--- config.mk ---
export PLATFORM = sky130hd
export DESIGN_NAME = os_block_assembler_flat
export DESIGN_NICKNAME = d
export VERILOG_FILES = /design/src/rtl/os_block_assembler_if.sv /design/src/rtl/os_block_assembler.sv /design/src/flat_wrapper.sv
export SDC_FILE = /design/constraint.sdc
export NUM_CORES = 1
export LEC_CHECK = 0
export BUFFER_PORTS_ARGS = -buffer_cell sky130_fd_sc_hd__buf_2
export CAP_MARGIN = 30
export CORE_UTILIZATION = 50
export CTS_CLUSTER_DIAMETER = 60
export CTS_CLUSTER_SIZE = 16
export DETAILED_ROUTE_END_ITERATION = 16
export PLACE_DENSITY = 0.68
export SYNTH_ARGS = -nofsm -noshare
export SYNTH_HDL_FRONTEND = slang
export SYNTH_SLANG_ARGS = --single-unit
--- constraint.sdc ---
create_clock -name clk -period 21.2 [get_ports clk]
set_input_delay 2.12 -clock clk [delete_from_list [all_inputs] [get_ports clk]]
set_output_delay 2.12 -clock clk [all_outputs]
set_load 0.005 [all_outputs]
--- src/rtl/os_block_assembler_if.sv ---
// Symbol-stream input and ordered-set output bundle of the ordered-set block assembler.
interface os_block_assembler_if #(
    parameter int unsigned SYMBOLS = 16,
    parameter int unsigned ERR_W   = 8
);
    logic [7:0]           sym_data;
    logic                 sym_valid;
    logic                 block_start;
    logic [1:0]           sync_header;
    logic [8*SYMBOLS-1:0] orderedset;
    logic                 valid;
    logic                 os_error;
    logic [ERR_W-1:0]     err_count;

    // Upstream aligner / downstream checker side.
    modport master (
        output sym_data, sym_valid, block_start, sync_header,
        input  orderedset, valid, os_error, err_count
    );

    // Assembler side.
    modport slave (
        input  sym_data, sym_valid, block_start, sync_header,
        output orderedset, valid, os_error, err_count
    );
endinterface

--- src/rtl/os_block_assembler.sv ---
// Collects the SYMBOLS symbols of each ordered-set block into one wide word with a
// one-cycle valid strobe; drops non-OS blocks and counts truncated OS blocks.
module os_block_assembler #(
    parameter int unsigned SYMBOLS   = 16,
    parameter logic [1:0]  OS_HEADER = 2'b01,
    parameter int unsigned ERR_W     = 8
) (
    input logic                 clk,
    input logic                 reset,
    os_block_assembler_if.slave bus
);
    localparam int unsigned IdxW = $clog2(SYMBOLS);
    localparam int unsigned W    = 8 * SYMBOLS;
    localparam logic [IdxW-1:0] LastIdx = IdxW'(SYMBOLS - 1);

    typedef enum logic [1:0] {StHunt, StCollect, StSkip} state_e;

    state_e           state_q, state_d;
    logic [IdxW-1:0]  idx_q, idx_d;
    logic [W-1:0]     shadow_q, shadow_d;
    logic [W-1:0]     orderedset_q, orderedset_d;
    logic             valid_q, valid_d;
    logic             os_error_q, os_error_d;
    logic [ERR_W-1:0] err_count_q, err_count_d;

    // Next-state: block framing, shadow fill, completion and truncation accounting.
    always_comb begin
        state_d      = state_q;
        idx_d        = idx_q;
        shadow_d     = shadow_q;
        orderedset_d = orderedset_q;
        valid_d      = 1'b0;
        os_error_d   = 1'b0;
        err_count_d  = err_count_q;

        if (bus.sym_valid) begin
            if (bus.block_start) begin
                // A start while collecting truncates the block; the start symbol itself
                // is still evaluated below so nothing is lost.
                if (state_q == StCollect) begin
                    os_error_d = 1'b1;
                    if (err_count_q != {ERR_W{1'b1}}) begin
                        err_count_d = err_count_q + ERR_W'(1);
                    end
                end
                if (bus.sync_header == OS_HEADER) begin
                    shadow_d[7:0] = bus.sym_data;
                    idx_d         = IdxW'(1);
                    state_d       = StCollect;
                end else begin
                    idx_d   = '0;
                    state_d = StSkip;
                end
            end else if (state_q == StCollect) begin
                shadow_d[{idx_q, 3'b000} +: 8] = bus.sym_data;
                if (idx_q == LastIdx) begin
                    // Publish including the final symbol written this cycle.
                    orderedset_d = shadow_d;
                    valid_d      = 1'b1;
                    state_d      = StHunt;
                    idx_d        = '0;
                end else begin
                    idx_d = idx_q + IdxW'(1);
                end
            end
        end
    end

    // State and output registers with asynchronous reset.
    always_ff @(posedge clk or posedge reset) begin
        if (reset) begin
            state_q      <= StHunt;
            idx_q        <= '0;
            shadow_q     <= '0;
            orderedset_q <= '0;
            valid_q      <= 1'b0;
            os_error_q   <= 1'b0;
            err_count_q  <= '0;
        end else begin
            state_q      <= state_d;
            idx_q        <= idx_d;
            shadow_q     <= shadow_d;
            orderedset_q <= orderedset_d;
            valid_q      <= valid_d;
            os_error_q   <= os_error_d;
            err_count_q  <= err_count_d;
        end
    end

    assign bus.orderedset = orderedset_q;
    assign bus.valid      = valid_q;
    assign bus.os_error   = os_error_q;
    assign bus.err_count  = err_count_q;
endmodule

--- src/flat_wrapper.sv ---
// flat-port wrapper written by rule: the top's interface ports become plain ports
module os_block_assembler_flat 
#(
    parameter int unsigned SYMBOLS   = 16,
    parameter logic [1:0]  OS_HEADER = 2'b01,
    parameter int unsigned ERR_W     = 8
)
  (clk, reset, bus_sym_data, bus_sym_valid, bus_block_start, bus_sync_header, bus_orderedset, bus_valid, bus_os_error, bus_err_count);
  os_block_assembler_if #(.SYMBOLS(SYMBOLS), .ERR_W(ERR_W)) bus_i ();
  input logic clk;
  input logic reset;
  input wire logic [$bits(bus_i.sym_data)-1:0] bus_sym_data;
  input wire logic [$bits(bus_i.sym_valid)-1:0] bus_sym_valid;
  input wire logic [$bits(bus_i.block_start)-1:0] bus_block_start;
  input wire logic [$bits(bus_i.sync_header)-1:0] bus_sync_header;
  output wire logic [$bits(bus_i.orderedset)-1:0] bus_orderedset;
  output wire logic [$bits(bus_i.valid)-1:0] bus_valid;
  output wire logic [$bits(bus_i.os_error)-1:0] bus_os_error;
  output wire logic [$bits(bus_i.err_count)-1:0] bus_err_count;
  assign bus_i.sym_data = bus_sym_data;
  assign bus_i.sym_valid = bus_sym_valid;
  assign bus_i.block_start = bus_block_start;
  assign bus_i.sync_header = bus_sync_header;
  assign bus_orderedset = bus_i.orderedset;
  assign bus_valid = bus_i.valid;
  assign bus_os_error = bus_i.os_error;
  assign bus_err_count = bus_i.err_count;
  os_block_assembler #(.SYMBOLS(SYMBOLS), .OS_HEADER(OS_HEADER), .ERR_W(ERR_W)) u_core (.clk(clk), .reset(reset), .bus(bus_i));
endmodule
==> results.toml, run 1 <==
[status]
status = "finished, final reports clean"

[logic_synthesis]
synth_fp_nets = 892
synth-xor-area-share_pct = 0.379
synth_top_family_by_area = "multiplexers"
syn-cell-area_sq_mm = 0.0115
async_reset_ff_share_pct = 100
ys_warn_count = 0
synth_compound_area_share_pct = 5.00
ys_seq_area_share_pct = 59.0
synthMuxAreaShare_pct = 23.6
synth_edf_count = 0
synthAdderAreaFrac_pct = 0.650
synth_area_per_cell_sq_um = 13.2
synth_cells = 872
yosysUniqueCellTypes = 48
synthSimpleGateAreaFrac_pct = 8.70
synth_ff_type = "dfrtp_1"
synth-seq-cells = 272

[timing]
fin_skew_ns = 0.0152
timing.final.crit_share_pct = 20.3
drv_slew = 0
finalHoldViolCount = 0
rsz0062_at_grt = "false"
slew_headroom_pct = 33.2
clock.fmax_ghz = 0.233
tns_ns = 0
fin_crit_ns = 4.30
setup_viol = 0
tightest_slew_ns = 1.00

[route]
vias_per_cell = 5.46
num_vias = 7053
routed_wl_mm = 24.1
dr.pass1.iters = 4
drtIter0Drc = 418
wl_per_cell_microns = 18.7
antenna_left = 0
drcViolationCount = 0

[clock_network]
clockBufferDepth = 3
cts_max_level = 1
clock-root-buffer = "clkbuf_16"
cts.sinks = 272
post_cts_buffers = 0
cts_tree = "yes"
clock_latency_ns = 0.51
cts.repair.resized = 0
cts.reportedPaths.clkPinSlew_ns = 0.06
cts_hold_buffers = 0
cts_inserted_buffers = 21

[die]
core.rowCount = 55
die_x_microns = 154
core-area_sq_mm = 0.0226
dieArea_sq_mm = 0.0237
die_height_microns = 154
ios = 152
start_util_pct = 51.0

[layout]
fin_util_pct = 57.9
drive_gt1_share_pct = 39.2
n_antenna_cell = 0
syn_to_final_growth_pct = 13.5
num-nets-final = 1021

[power]
ir_drop_mv = 0.0409
p_int_uw = 762
p_switching_uw = 230
p_comb_share_pct = 7.0
p_per_area_mw_per_mm2 = 75.7
p_leak_uw = 0.00723
seqPwrFrac_pct = 54.1
netSwitchingFraction_pct = 23.2
p_clk_share_pct = 39.0
finalPower_uw = 992

[global_route]
grt_pass1_wl_mm = 38.8
first_global_vias = 6992
antenna_found_initial = 0
grt_overflow = 0
grt_max_degree = 127
grt_usage_pct = 20.7

[worst_setup_path]
arrival_ns = 4.70
critical_path_class = "in -> reg"
start_kind = "input pin"
worstRegToRegCells = 4
path_max_fanout = 94
worstPathRequired_ns = 21.60
cp-end-kind = "register"

[job]
maxCapViolations = 0

[place]
dpl.hpwl_mm = 15.3
place_congestion = 0.761
io_buffers = 151

[worst_hold_path]
hold_path_class = "reg -> reg"
min_path_cells = 2
-- synth_stat cells, types with 2 or more instances --
master / count / share of area [%]
a21oi_1: 70 / 3.0
a31oi_1: 2 / 0.11
a32o_1: 2 / 0.17
a41oi_1: 3 / 0.23
and2_1: 10 / 0.54
and3_1: 30 / 1.6
buf_1: 9 / 0.29
buf_2: 22 / 0.95
buf_4: 6 / 0.39
buf_6: 5 / 0.49
clkbuf_1: 13 / 0.42
dfrtp_1: 272 / 59
ha_1: 6 / 0.65
inv_1: 5 / 0.16
mux2_2: 184 / 18
mux2i_1: 64 / 5.5
nand2_1: 23 / 0.75
nand2_4: 3 / 0.29
nand2b_1: 4 / 0.22
nand3_1: 8 / 0.35
nand3_2: 4 / 0.35
nand3b_4: 3 / 0.52
nand4_4: 4 / 0.74
nand4b_1: 3 / 0.23
nor2_1: 73 / 2.4
nor2_2: 2 / 0.11
nor3_1: 2 / 0.087
o21ai_0: 16 / 0.69
o32ai_1: 2 / 0.15
xnor2_1: 3 / 0.23
xor2_1: 2 / 0.15
-- cells in the final DEF, fill, tap and decap left out, drive strengths merged, types with 4 or more instances in the layout --
master and count:
a21oi 71, and2 10, and3 30, buf 161
clkbuf 24, dfrtp 272, ha 6, inv 6
mux2 185, mux2i 64, nand2 27, nand2b 4
nand3 12, nand3b 4, nand4 4, nor2 75
o21ai 18
-- path summary, 6_finish.rpt --
path                                           from                        end  slack [ns]
worst max register to register      u_core.idx_q[3]  u_core.bus.orderedset[54]       17.57
worst min register to register  u_core.shadow_q[67]        u_core.shadow_q[67]        0.48
worst max-delay path                bus_block_start  u_core.bus.orderedset[54]       16.90
max in group asynchronous                     reset        u_core.shadow_q[86]       17.51
worst min-delay path            u_core.shadow_q[67]        u_core.shadow_q[67]        0.48
min in group asynchronous                     reset        u_core.shadow_q[38]        1.73
-- cell families after synthesis --
logic type | Yosys count
AOI/OAI and AO/OA | 103
and+or+nand+nor | 177
adders and majority gates | 6
muxes | 249
buffers and inverters | 60
DFF | 272
xor gates and xnor gates | 5
-- area by class of cell --
class / count / area, sq um
fillers: 1861 / 9530
clock inverters: 4 / 73.8
clock buffers: 24 / 557
flip-flops and latches: 272 / 6810
repair buffers: 161 / 855
well taps: 285 / 357
multi-input cells: 540 / 4430
inverters: 5 / 26.3
-- power by group through the flow --
stage / Clock, uW / Sequential [uW] / Combinational, uW
6_report: 387 / 536 / 69.0
5_1_grt: 413 / 537 / 77.2
4_1_cts: 395 / 536 / 69.5
3_5_place_dp: 0 / 546 / 69.0
3_3_place_gp: 0 / 546 / 68.0
2_1_floorplan: 0 / 544 / 51.7
-- registers in the layout, indices dropped and copies added, names as in the netlist --
name and flops:
u_core.bus.valid 1, u_core.state_q 2, u_core.bus.os_error 1, u_core.idx_q 4, u_core.shadow_q 128, u_core.bus.err_count 8, u_core.bus.orderedset 128
-- stage by stage --
stage	setup WS, ns	cells	cell area (sq um)	hold slack (ns)
2_1_floorplan	11.58	872	11500	0.444
3_3_place_gp	16.38	1261	12400	0.458
3_5_place_dp	16.37	1262	12400	0.469
4_1_cts	16.93	1290	13100	0.486
5_1_grt	16.72	1291	13100	0.505
6_report	16.90	1291	13100	0.482
-- layer usage --
layer  vias to the layer above  wire length [microns]  track usage (%)
li1                       3314                      -                -
met1                      3568                  11400             30.6
met2                       149                  11300             32.8
met3                        22                   1160             3.16
met4                         0                    261             3.95
met5                         -                      0                0
-- worst max-delay path: stages --
cell and delay (ns):
buf_2 0.17, nand3b_1 0.26, nor2_4 0.77, buf_4 0.88, mux2_2 0.41
No activity file was read; power rests on OpenSTA's default activity.
==> run 2: changes to the inputs <==
==> constraint.sdc (replaced) <==
create_clock -name clk -period 4.05 [get_ports clk]
set_input_delay 0.405 -clock clk [delete_from_list [all_inputs] [get_ports clk]]
set_output_delay 0.405 -clock clk [all_outputs]
set_load 0.005 [all_outputs]
==> results.toml, run 2 (synthesis results as in run 1) <==
[timing]
fin_skew_ns = 0.00707
rsz0062_at_grt = "false"
slew_headroom_pct = 30.8
tns_ns = 0
setup_viol = 0
drv_slew = 0
clock.fmax_ghz = 0.323
fin_crit_ns = 3.09
tightest_slew_ns = 1.03
finalHoldViolCount = 0
holdWs_ns = 0.108
layout_setup_ws_ns = 0.958
timing.final.crit_share_pct = 76.3

[power]
p_leak_uw = 0.00726
p_per_area_mw_per_mm2 = 405
ir_drop_mv = 0.241

[layout]
final_cell_mix = "dfrtp_1, mux2_2, buf_2"
layout_commonest_cell = "dfrtp_1"
fill_cells = 1853
num-nets-final = 1022
drive_gt1_share_pct = 39.1
syn_to_final_growth_pct = 14.2
fin_util_pct = 58.2
n_antenna_cell = 0

[clock_network]
cts.reportedPaths.clkPinSlew_ns = 0.07
cts_hold_buffers = 0
clock_latency_ns = 0.50
clockBufferDepth = 3
cts_max_level = 1
clock-root-buffer = "clkbuf_16"
cts.sinks = 272
cts_tree = "yes"
cts_inserted_buffers = 22
post_cts_buffers = 0
cts.repair.resized = 0

[global_route]
grt_max_degree = 160
grt_overflow = 0
first_global_vias = 7013
grt_usage_pct = 20.6
antenna_found_initial = 0
grt_pass1_wl_mm = 38.6

[die]
ios = 152
start_util_pct = 51.0
core-area_sq_mm = 0.0226
die_height_microns = 154
dieArea_sq_mm = 0.0237
core.rowCount = 55
die_x_microns = 154

[worst_setup_path]
worstRegToRegCells = 7
start_kind = "register"
critical_path_class = "reg -> reg"
worstPathRequired_ns = 4.44
cpMaxStageDelayCell = "dfrtp_1"
crit_path_max_incr_delay_ns = 0.64
path_max_fanout = 19
regToRegEndpoint = "u_core.shadow_q[2]"
worstReg2RegStart = "u_core.idx_q[0]"
r2r_slack_ns = 0.96
arrival_ns = 3.48
cp-end-kind = "register"
crit_chain = "inv_1 > ha_1 > nor2_2 > nand3_1 > o21ai_1 > nand2_2 > mux2_2"

[status]
status = "finished, final reports clean"

[route]
dr.pass1.iters = 4
drcViolationCount = 0
num_vias = 7044
routed_wl_mm = 23.8
wl_per_cell_microns = 18.3
vias_per_cell = 5.43
antenna_left = 0
drtIter0Drc = 436

[place]
place_congestion = 0.791
dpl.hpwl_mm = 15.2
pre_cts_slack_ns = 1.00
io_buffers = 151

[job]
maxCapViolations = 0

[worst_hold_path]
hold_path_class = "in -> async"
==> run 2: cell types whose count changed in the layout (fill, tap and decap cells not counted), sizes merged <==
cell / delta
clkinv: +1
bufinv: +1
clkinvlp: +1
inv: -1
clkbuf: +4
==> run 2: final cells by class <==
cell class / count / area (sq um) / share of cell area (%)
Sequential cell: 272 / 6810 / 51.6
Tap cell: 285 / 357 / 2.71
Timing Repair Buffer: 161 / 856 / 6.49
Clock buffer: 28 / 594 / 4.51
Inverter: 5 / 22.5 / 0.171
Clock inverter: 6 / 111 / 0.845
Multi-Input combinational cell: 540 / 4430 / 33.6
==> run 2: how the worst max path moves through the flow <==
stage / to / cells after the start / slack, ns / start
2_1_floorplan: u_core.bus.err_count[0] / 1 / 0.05 / reset
3_3_place_gp: u_core.shadow_q[1] / 7 / 1.11 / u_core.idx_q[0]
6_report: u_core.shadow_q[2] / 7 / 0.96 / u_core.idx_q[0]
5_1_grt: u_core.shadow_q[2] / 7 / 0.66 / u_core.idx_q[0]
4_1_cts: u_core.shadow_q[2] / 7 / 0.97 / u_core.idx_q[0]
3_5_place_dp: u_core.shadow_q[2] / 7 / 1.00 / u_core.idx_q[0]
==> run 2: routing by layer <==
layer | GRT usage (%) | up-vias | share of wire (%)
met2 | 32.4 | 146 | 46
met3 | 3.75 | 29 | 4.7
met5 | 0 | - | 0
met1 | 29.9 | 3537 | 47
li1 | - | 3332 | -
met4 | 4.43 | 0 | 1.9
==> run 2: power breakdown <==
| group | internal [uW] | switching [uW] | leakage [uW] |
|---|---|---|---|
| clock network | 1230 | 949 | 0.000346 |
| registers | 2770 | 38.7 | 0.00378 |
| logic | 123 | 238 | 0.00314 |
| total | 4120 | 1230 | 0.00726 |
==> run 2: worst max-delay path: cells and delay by family, from the launching register on <==
family                   cells  cell delay (ns)
AO/OA/AOI/OAI                1             0.32
adder cells (fa/ha/maj)      1             0.54
buffers and inverters        1             0.18
flip-flops                   1             0.64
multiplexers                 1             0.31
AND/OR/NAND/NOR              3             0.98
==> run 2: stage by stage <==
stage / area, sq um / power [uW] / instances
global placement: 12500 / 3220 / 1263
global route: 13200 / 5550 / 1297
finish: 13200 / 5340 / 1297
CTS: 13200 / 5410 / 1297
detailed placement: 12500 / 3230 / 1263
floorplan: 11500 / 3120 / 872
